$ cat config.mk
export PLATFORM = sky130hd
export DESIGN_NAME = muldiv_iter_flat
export DESIGN_NICKNAME = d
export VERILOG_FILES = /design/src/rtl/muldiv_iter_pkg.sv /design/src/rtl/muldiv_iter_if.sv /design/src/rtl/muldiv_iter_step.sv /design/src/rtl/muldiv_iter.sv /design/src/flat_wrapper.sv
export SDC_FILE = /design/constraint.sdc
export NUM_CORES = 1
export LEC_CHECK = 0
export BUFFER_PORTS_ARGS = -buffer_cell sky130_fd_sc_hd__buf_2
export CORE_MARGIN = 2
export CORE_UTILIZATION = 50
export DETAILED_ROUTE_END_ITERATION = 8
export PLACE_DENSITY = 0.69
export SLEW_MARGIN = 20
export SYNTH_ARGS = -nofsm -noshare
export SYNTH_HDL_FRONTEND = slang
export SYNTH_SLANG_ARGS = --single-unit
$ cat constraint.sdc
create_clock -name clk -period 8.7 [get_ports clk]
set_input_delay 1.305 -clock clk [delete_from_list [all_inputs] [get_ports clk]]
set_output_delay 1.305 -clock clk [all_outputs]
set_load 0.01 [all_outputs]
$ cat src/rtl/muldiv_iter_pkg.sv
// Shared definitions for the iterative multiply/divide unit: op codes,
// FSM states, stall encodings and small op-decoding helpers.
package muldiv_iter_pkg;

  typedef enum logic [1:0] {
    MdMultu = 2'b00,
    MdMult  = 2'b01,
    MdDivu  = 2'b10,
    MdDiv   = 2'b11
  } md_op_e;

  typedef enum logic [2:0] {
    StIdle = 3'd0,
    StPrep = 3'd1,
    StCalc = 3'd2,
    StFix  = 3'd3,
    StDone = 3'd4
  } md_state_e;

  // busy -> EX stall request mapping
  localparam logic Stop   = 1'b1;
  localparam logic NoStop = 1'b0;

  function automatic logic op_is_div(input md_op_e op);
    return (op == MdDivu) || (op == MdDiv);
  endfunction

  function automatic logic op_is_signed(input md_op_e op);
    return (op == MdMult) || (op == MdDiv);
  endfunction

endpackage

$ cat src/rtl/muldiv_iter_if.sv
// Request/response bundle between the EX stage (master) and the
// multiply/divide unit (slave).
interface muldiv_iter_if #(
  parameter int unsigned W = 32
);
  logic           start;
  logic [1:0]     op;
  logic [W-1:0]   opa;
  logic [W-1:0]   opb;
  logic           annul;
  logic           busy;
  logic           done;
  logic [2*W-1:0] result;
  logic           div_by_zero;

  modport master (
    output start, op, opa, opb, annul,
    input  busy, done, result, div_by_zero
  );

  modport slave (
    input  start, op, opa, opb, annul,
    output busy, done, result, div_by_zero
  );
endinterface

$ cat src/rtl/muldiv_iter_step.sv
// One radix-2 step, purely combinational.
// MUL: right-shifting shift-add, acc = {partial product high, multiplier/low}.
// DIV: restoring subtract-shift, acc = {partial remainder, dividend/quotient}.
module muldiv_step #(
  parameter int unsigned W = 32
) (
  input  logic           mode_div,
  input  logic [2*W-1:0] acc_in,
  input  logic [W-1:0]   opnd,
  output logic [2*W-1:0] acc_out
);

  logic [W:0] mul_sum;
  logic [W:0] rem_sh;
  logic [W:0] diff;

  // Both step flavours computed in parallel, mode selects the result
  always_comb begin
    mul_sum = {1'b0, acc_in[2*W-1:W]} + (acc_in[0] ? {1'b0, opnd} : '0);
    rem_sh  = {acc_in[2*W-1:W], acc_in[W-1]};
    diff    = rem_sh - {1'b0, opnd};
    if (mode_div) begin
      // remainder < divisor keeps a non-negative diff inside W bits,
      // so diff[W] alone flags the borrow
      if (!diff[W]) begin
        acc_out = {diff[W-1:0], acc_in[W-2:0], 1'b1};
      end else begin
        acc_out = {rem_sh[W-1:0], acc_in[W-2:0], 1'b0};
      end
    end else begin
      acc_out = {mul_sum, acc_in[W-1:1]};
    end
  end

endmodule

$ cat src/rtl/muldiv_iter.sv
// Iterative multiply/divide unit for the EX stage. Operands are reduced to
// magnitudes in PREP, iterated UNROLL radix-2 steps per CALC cycle, and the
// signs are restored in FIX. All outputs come straight from flops.
module muldiv_iter
  import muldiv_iter_pkg::*;
#(
  parameter int unsigned W      = 32,
  parameter int unsigned UNROLL = 1
) (
  input  logic           clk,
  input  logic           rst,
  muldiv_iter_if.slave   bus
);

  localparam int unsigned N  = W / UNROLL;
  localparam int unsigned CW = $clog2(N + 1);

  md_state_e      state_q, state_d;
  logic [CW-1:0]  cnt_q, cnt_d;
  md_op_e         op_q, op_d;
  logic [W-1:0]   opa_q, opa_d;
  logic [W-1:0]   opb_q, opb_d;
  logic [W-1:0]   opnd_q, opnd_d;
  logic [2*W-1:0] acc_q, acc_d;
  logic           neg_q, neg_d;
  logic           rneg_q, rneg_d;
  logic [2*W-1:0] result_q, result_d;
  logic           dbz_q, dbz_d;
  logic           busy_q, busy_d;
  logic           done_q, done_d;

  logic           is_div;
  logic           a_neg, b_neg;
  logic [W-1:0]   a_mag, b_mag;
  logic [W-1:0]   quo_fix, rem_fix;
  logic [2*W-1:0] prod_fix;
  logic [2*W-1:0] chain [UNROLL+1];

  assign is_div   = op_is_div(op_q);
  assign chain[0] = acc_q;

  for (genvar g = 0; g < UNROLL; g++) begin : g_step
    muldiv_step #(.W(W)) u_step (
      .mode_div (is_div),
      .acc_in   (chain[g]),
      .opnd     (opnd_q),
      .acc_out  (chain[g+1])
    );
  end

  // Next-state, datapath and output computation
  always_comb begin
    state_d  = state_q;
    cnt_d    = cnt_q;
    op_d     = op_q;
    opa_d    = opa_q;
    opb_d    = opb_q;
    opnd_d   = opnd_q;
    acc_d    = acc_q;
    neg_d    = neg_q;
    rneg_d   = rneg_q;
    result_d = result_q;
    dbz_d    = dbz_q;

    a_neg    = op_is_signed(op_q) && opa_q[W-1];
    b_neg    = op_is_signed(op_q) && opb_q[W-1];
    a_mag    = a_neg ? -opa_q : opa_q;
    b_mag    = b_neg ? -opb_q : opb_q;
    prod_fix = neg_q ? -acc_q : acc_q;
    quo_fix  = neg_q ? -acc_q[W-1:0] : acc_q[W-1:0];
    rem_fix  = rneg_q ? -acc_q[2*W-1:W] : acc_q[2*W-1:W];

    case (state_q)
      StIdle, StDone: begin
        if (bus.start && !bus.annul) begin
          state_d = StPrep;
          op_d    = md_op_e'(bus.op);
          opa_d   = bus.opa;
          opb_d   = bus.opb;
        end else begin
          state_d = StIdle;
        end
      end
      StPrep: begin
        if (bus.annul) begin
          state_d = StIdle;
        end else begin
          state_d = StCalc;
          cnt_d   = CW'(N);
          neg_d   = a_neg ^ b_neg;
          rneg_d  = a_neg;
          if (is_div) begin
            acc_d  = {{W{1'b0}}, a_mag};
            opnd_d = b_mag;
          end else begin
            acc_d  = {{W{1'b0}}, b_mag};
            opnd_d = a_mag;
          end
        end
      end
      StCalc: begin
        if (bus.annul) begin
          state_d = StIdle;
        end else begin
          acc_d = chain[UNROLL];
          cnt_d = cnt_q - CW'(1);
          if (cnt_q == CW'(1)) begin
            state_d = StFix;
          end
        end
      end
      StFix: begin
        if (bus.annul) begin
          state_d = StIdle;
        end else begin
          state_d = StDone;
          if (is_div && (opb_q == '0)) begin
            result_d = {opa_q, {W{1'b1}}};
            dbz_d    = 1'b1;
          end else if (is_div) begin
            result_d = {rem_fix, quo_fix};
            dbz_d    = 1'b0;
          end else begin
            result_d = prod_fix;
            dbz_d    = 1'b0;
          end
        end
      end
      default: state_d = StIdle;
    endcase

    // Decoded from the next state so busy/done leave the unit registered
    busy_d = (state_d == StPrep || state_d == StCalc || state_d == StFix) ? Stop : NoStop;
    done_d = (state_d == StDone);
  end

  // FSM state register
  always_ff @(posedge clk) begin
    if (rst) begin
      state_q <= StIdle;
    end else begin
      state_q <= state_d;
    end
  end

  // Counter, operand, datapath and output registers
  always_ff @(posedge clk) begin
    if (rst) begin
      cnt_q    <= '0;
      op_q     <= MdMultu;
      opa_q    <= '0;
      opb_q    <= '0;
      opnd_q   <= '0;
      acc_q    <= '0;
      neg_q    <= 1'b0;
      rneg_q   <= 1'b0;
      result_q <= '0;
      dbz_q    <= 1'b0;
      busy_q   <= NoStop;
      done_q   <= 1'b0;
    end else begin
      cnt_q    <= cnt_d;
      op_q     <= op_d;
      opa_q    <= opa_d;
      opb_q    <= opb_d;
      opnd_q   <= opnd_d;
      acc_q    <= acc_d;
      neg_q    <= neg_d;
      rneg_q   <= rneg_d;
      result_q <= result_d;
      dbz_q    <= dbz_d;
      busy_q   <= busy_d;
      done_q   <= done_d;
    end
  end

  assign bus.busy        = busy_q;
  assign bus.done        = done_q;
  assign bus.result      = result_q;
  assign bus.div_by_zero = dbz_q;

endmodule

$ cat src/flat_wrapper.sv
// flat-port wrapper written by rule: the top's interface ports become plain ports
module muldiv_iter_flat import muldiv_iter_pkg::*;
#(
  parameter int unsigned W      = 32,
  parameter int unsigned UNROLL = 1
)
  (clk, rst, bus_start, bus_op, bus_opa, bus_opb, bus_annul, bus_busy, bus_done, bus_result, bus_div_by_zero);
  muldiv_iter_if #(.W(W)) bus_i ();
  input  logic clk;
  input  logic rst;
  input wire logic [$bits(bus_i.start)-1:0] bus_start;
  input wire logic [$bits(bus_i.op)-1:0] bus_op;
  input wire logic [$bits(bus_i.opa)-1:0] bus_opa;
  input wire logic [$bits(bus_i.opb)-1:0] bus_opb;
  input wire logic [$bits(bus_i.annul)-1:0] bus_annul;
  output wire logic [$bits(bus_i.busy)-1:0] bus_busy;
  output wire logic [$bits(bus_i.done)-1:0] bus_done;
  output wire logic [$bits(bus_i.result)-1:0] bus_result;
  output wire logic [$bits(bus_i.div_by_zero)-1:0] bus_div_by_zero;
  assign bus_i.start = bus_start;
  assign bus_i.op = bus_op;
  assign bus_i.opa = bus_opa;
  assign bus_i.opb = bus_opb;
  assign bus_i.annul = bus_annul;
  assign bus_busy = bus_i.busy;
  assign bus_done = bus_i.done;
  assign bus_result = bus_i.result;
  assign bus_div_by_zero = bus_i.div_by_zero;
  muldiv_iter #(.W(W), .UNROLL(UNROLL)) u_core (.clk(clk), .rst(rst), .bus(bus_i));
endmodule
# After elaboration in Yosys (flattened, before gate mapping)
# Cells that the tools add are included.
# W data, S select, Z words.
# totals
memories,0
out_inout_bits,67
wordCells,80
regBits,240
romBits,0
latchBits,0
input_bits,70
ram_bits,0
# op_classes
n_eq_ne,14
reduce_logical,17
shift,0
div,0
multipliers,0
muxes,26
n_lt_le_gt_ge,0
addsub,8
n_bitwise,2
# op_table
op,count
$mux W64,7
$mux W32,7
$neg A32 Y32,4
$pmux W64 S2,1
$neg A64 Y64,1
$add A32 B33 Y33,1
$sub A33 B32 Y33,1
$logic_not A32 Y1,1
$eq A3 B2 Y1 const B,4
$mux W6,2
$pmux W3 S4,1
$pmux W6 S2,1
$mux W3,3
$eq A3 B1 Y1 const B,2
$eq A3 B3 Y1 const B,2
$eq A6 B1 Y1 const B,1
$reduce_and A2 Y1,3
$sub A6 B1 Y6 const B,1
$eq A2 B2 Y1 const B,2
$logic_and A1 B1 Y1,4
$logic_or A1 B1 Y1,4
$ne A2 B2 Y1 const B,2
$logic_not A3 Y1,1
$mux W1,3
other kinds (8),8

# Logic depth before layout (Yosys ltp)
# depth
depth_word,8
mapped_depth,14
depth_no_buf,13

# Modules after synthesis
# Synthesis repeated with hierarchy kept, for this count alone.
# hier_totals
cells_unflattened,2244
area_unflattened_um2,16867.4
# by_module_without_submodules
mod,cells_each,area_per_inst_um2,seq_area_each_um2,n_inst
muldiv_iter,1581,12276.8,4804.6,1
muldiv_step,663,4590.7,0.0,1

# Worst setup path before layout
# No wires, ideal clock.
# synth_path
path_type,reg-to-reg
startpoint,register u_core.acc_q[0]
endpoint,register u_core.result_q[46] (netlist: u_core.bus.result[46])
path_buffers,1
setup_time_ps,70
arrival_ps,3203
path_stages_with_launch,13
slack_ps,5426
cell_sequence,dfxtp_1 -> inv_1 -> clkbuf_1 -> ha_1 -> or3b_2 -> or4_1 -> or3_4 -> nor2_2 -> a21oi_2 -> o41ai_2 -> xnor2_1 -> nand2_1 -> a21oi_1
# synth_between
elab_chain_cells,4
# synth_lines
element,line,source
from (decl),muldiv_iter.sv:24,"logic [2*W-1:0] acc_q, acc_d;"
from (signal assigned),muldiv_iter.sv:154,acc_q <= '0;
from (signal assigned),muldiv_iter.sv:167,acc_q <= acc_d;
$neg A64 Y64,muldiv_iter.sv:69,prod_fix = neg_q ? -acc_q : acc_q;
$mux W64,muldiv_iter.sv:69,
$mux W64,muldiv_iter.sv:120,end else if (is_div) begin
$mux W64,muldiv_iter.sv:117,if (is_div && (opb_q == '0)) begin
to (signal assigned),muldiv_iter.sv:170,result_q <= result_d;
to (decl),muldiv_iter.sv:27,"logic [2*W-1:0] result_q, result_d;"
# Every way passes these cells.
# A chain may end at the register's enable or synchronous reset.

# Final worst setup path
# layout_path
startpoint,register u_core.acc_q[32]
endpoint,register u_core.acc_q[38]
# layout_between
elab_chain_cells,5
elab_cells_between_ends,6
# layout_lines
element,line,source
$sub A33 B32 Y33,muldiv_iter_step.sv:21,"diff = rem_sh - {1'b0, opnd};"
$mux W64,muldiv_iter_step.sv:25,if (!diff[W]) begin
$mux W64 (*),muldiv_iter_step.sv:22,if (mode_div) begin
$mux W64 (*),muldiv_iter.sv:102,if (bus.annul) begin
$pmux W64 S2 (*),muldiv_iter.sv:73,case (state_q)
# Every way passes the cells marked *; elsewhere a longest branch is shown, timed or not. The select of a mux whose other input is x is not followed.

==> key figures <==
Status
  – Status: completed

Floorplanning
  – Row cnt: 67
  – Initial core utilization: 50.3%
  – Die Ht: 187 um
  – Core Area: 33300 um2
  – Count of boundary I/O pins: 137
  – Die ar.: between 30000 and 40000 um2
  – Horiz. Die Dim: 187 um

GRT
  – Vias in the first global route: about 16k
  – Initial antenna violation count: 1
  – First-pass GRT wire length: ~94 mm
  – Largest net degree at the start of global routing: 96
  – GRT Total Usage: about a third
  – GRT overflow: 0

STA
  – Max-slew headroom: between 10% and 20%
  – Final Hold Vio Count: 0
  – RSZ-0062 raised after global routing: false
  – Setup TNS: 0 ps
  – Setup Viol. Count Final: 0
  – Slew Viols, Final: 0
  – Worst Skew: approximately 11 ps
  – Fmax: 223 MHz
  – Crit path time final: around 4500 ps
  – PnR worst setup slack: 4210 ps
  – Least-Margin Pin Slew: 1200 ps
  – Tcrit/Tclk final: a little over 50%

Route
  – Final wirelength: 61.5 mm
  – DRT Pass-1 Iters: 6
  – Vias per cell: 6.30
  – DRC violations left: 0
  – WL per Instance: ~22 um
  – Post-DRT Antenna Nets: 0
  – Vias: 17.5k
  – Starting DRC count in detailed routing: 1967

CTS
  – Htree depth: 1
  – Clk pin slew, worst setup/hold paths: about 60 ps
  – Hold_buf cts: 0
  – CTS-repair resized insts: 0
  – CTS Buf Count: 27
  – CTS Buffer Depth: 3
  – Number of clock sinks: 240
  – Setup repair bufs after CTS: 0
  – CTS tree: yes
  – Clock Latency Late Sink: 550 ps
  – Root Buffer Master: clkbuf_16

Yosys
  – Main synth FF type: dfxtp_1
  – Syn nets: 2412
  – Flops & latches, synth: 240
  – Cell count after synthesis: 2270
  – Top-area cell type share of the netlist area: between 20% and 30%
  – EDFF count, synth: 0
  – Yosys cell types: 82
  – Sequential fraction of the synthesis area: 28.7%
  – Area leader, netlist: dfxtp_1
  – YS warnings: 0
  – Synth Cell Area: 16800 um2
  – Post-Syn Area per Cell: 7.38 um2
  – Synth area leaders: dfxtp_1, nand2_1, a21oi_1
  – FFs w/ async S/R, synth: 0%

Setup path
  – Most frequent CP cell: a211oi_1
  – Slowest stage cell, crit path: and3_1
  – Crit. End Element: flop
  – Worst r2r path cells: 11
  – Cell-by-cell trace of the critical path: inv_1 > fa_1 > nand2b_1 > a21oi_1 > o41ai_1 > a211oi_1 > or3_1 > and3_1 > mux2_2 > a211oi_1 > nor3_1
  – Arrival time at the worst endpoint: ~5000 ps
  – Slowest stage delay, CP: 910 ps
  – Crit Path Class: flop to flop
  – Crit start category: flop
  – RR Startpoint: u_core.acc_q[32]
  – Max Fanout on Critical Path: 20
  – RR Endpoint: u_core.acc_q[38]
  – CP Data Required Time: 9090 ps
  – R2R setup slack: about 4200 ps

Run
  – Max Cap Viol: 0

Placed design
  – DPL Wire Length: 46.0 mm
  – Post-Place Worst Slack: around 4400 ps
  – Input/output buffers: 136
  – Routability cong.: 0.992
  – Placed cell area: ~18000 um2

Power and ir drop
  – VDD IR max: 0.146 mV
  – PD cells: around 150 nW/um2
  – Total power: 2710 uW
  – Static leakage: 0.00758 uW

Cells and area
  – Number of nets in the layout: 2456
  – Final core utilization: 55.7%
  – Design area: 18500 um2
  – Layout cells sized above 1: between 10% and 20%
  – Area grow syn2layout: 10.6%

Min path
  – Hold WC Path Type: flop to flop
  – Hold Crit Endpoint: u_core.opnd_q[26]
  – Hold path startpoint: u_core.opnd_q[26]
  – Hold Path Depth: 2
flip-flops by register name, summed over array words and instances, names as in the netlist, 2 cells and up:
name / count
u_core.acc_q: 64
u_core.bus.result: 64
u_core.cnt_q: 6
u_core.op_q: 2
u_core.opa_q: 32
u_core.opb_q: 32
u_core.opnd_q: 32
u_core.state_q: 3
worst max-delay path by stage:
stage | slack (ps) | startpoint | cells past startpoint | endpoint
2_1_floorplan | 5430 | u_core.acc_q[0] | 12 | u_core.bus.result[46]
3_3_place_gp | 4470 | u_core.acc_q[32] | 11 | u_core.acc_q[38]
3_5_place_dp | 4390 | u_core.acc_q[32] | 11 | u_core.acc_q[38]
4_1_cts | 4370 | u_core.acc_q[31] | 12 | u_core.acc_q[38]
5_1_grt | 3900 | u_core.acc_q[32] | 12 | u_core.acc_q[62]
6_report | 4210 | u_core.acc_q[32] | 11 | u_core.acc_q[38]
cells in the final DEF, fill, tap and decap left out, types with 6 or more instances in the layout:
cell type,n
a2111oi_0,6
a211o_1,7
a211oi_1,52
a21o_1,36
a21oi_1,234
a22oi_1,14
a311oi_1,21
a31oi_1,46
and2_1,14
and3_1,14
buf_2,135
buf_4,24
clkbuf_1,6
clkbuf_16,27
clkinv_2,6
dfxtp_1,239
ha_1,70
inv_1,61
mux2i_1,29
mux4_2,10
nand2_1,313
nand2b_1,13
nand3_1,51
nand4_1,11
nor2_1,263
nor2b_1,24
nor3_1,77
nor4_1,20
o211ai_1,12
o21a_1,12
o21ai_0,117
o221ai_1,7
o31ai_1,23
o41ai_1,14
or3_1,18
or4_1,13
xnor2_1,90
xor2_1,83
final cells by class:
class / count / area, um2
diodes: 2 / 5.00
clock buffers: 38 / 767
clock inverters: 10 / 83.8
fillers: 3248 / 14700
inverters: 62 / 233
multi-input cells: 1823 / 11200
flip-flops and latches: 240 / 4810
well taps: 448 / 561
repair buffers: 160 / 867
metal layers:
metal,part of all wire [%],up-vias,GRT usage (%)
met5,0.020,-,0
met4,3.9,2,11.5
met3,11,127,7.04
met2,41,892,49.1
met1,44,8315,49.9
li1,-,8210,-
synth_stat cells (all sizes together) (15+ instances only):
master  instances
a211oi         52
a21o           36
a21oi         235
a311oi         21
a31oi          46
and2           15
buf            20
clkbuf        125
dfxtp         240
ha             70
inv            62
mux2i          29
nand2         314
nand3          51
nor2          266
nor2b          24
nor3           79
nor4           21
o21ai         120
o31ai          23
o41ai          17
or3            19
or4            17
xnor2          90
xor2           83
cells by family (layout without fill, tap and decap cells):
group | Yosys count | after routing | synth area share (%)
xor+xnor | 173 | 173 | 9.05
other cells | 0 | 2 | 0
mux | 43 | 43 | 3.35
simple gates | 874 | 874 | 23.8
flops | 240 | 240 | 28.7
compound gates | 661 | 661 | 24.9
buf+inv | 207 | 270 | 4.71
fa+ha+maj | 72 | 72 | 5.47
metrics by stage:
step                      hold slack [ps]  instances
after floorplan                       432       2270
after global placement                442       2733
after detailed placement              447       2733
after CTS                             456       2781
after global routing                  475       2781
final                                 455       2783
worst max-delay path, delay by kind of cell (launching register included):
| kind | cells | cell delay [ps] |
|---|---|---|
| simple gates | 4 | 1410 |
| compound gates | 4 | 1330 |
| flops | 1 | 560 |
| fa+ha+maj | 1 | 430 |
| mux | 1 | 420 |
| buf+inv | 1 | 170 |
power by group:
| group | internal [uW] | switching [uW] |
|---|---|---|
| registers | 1120 | 48.1 |
| logic | 151 | 273 |
| clock network | 641 | 475 |
Power figures use the tool's default switching activity.
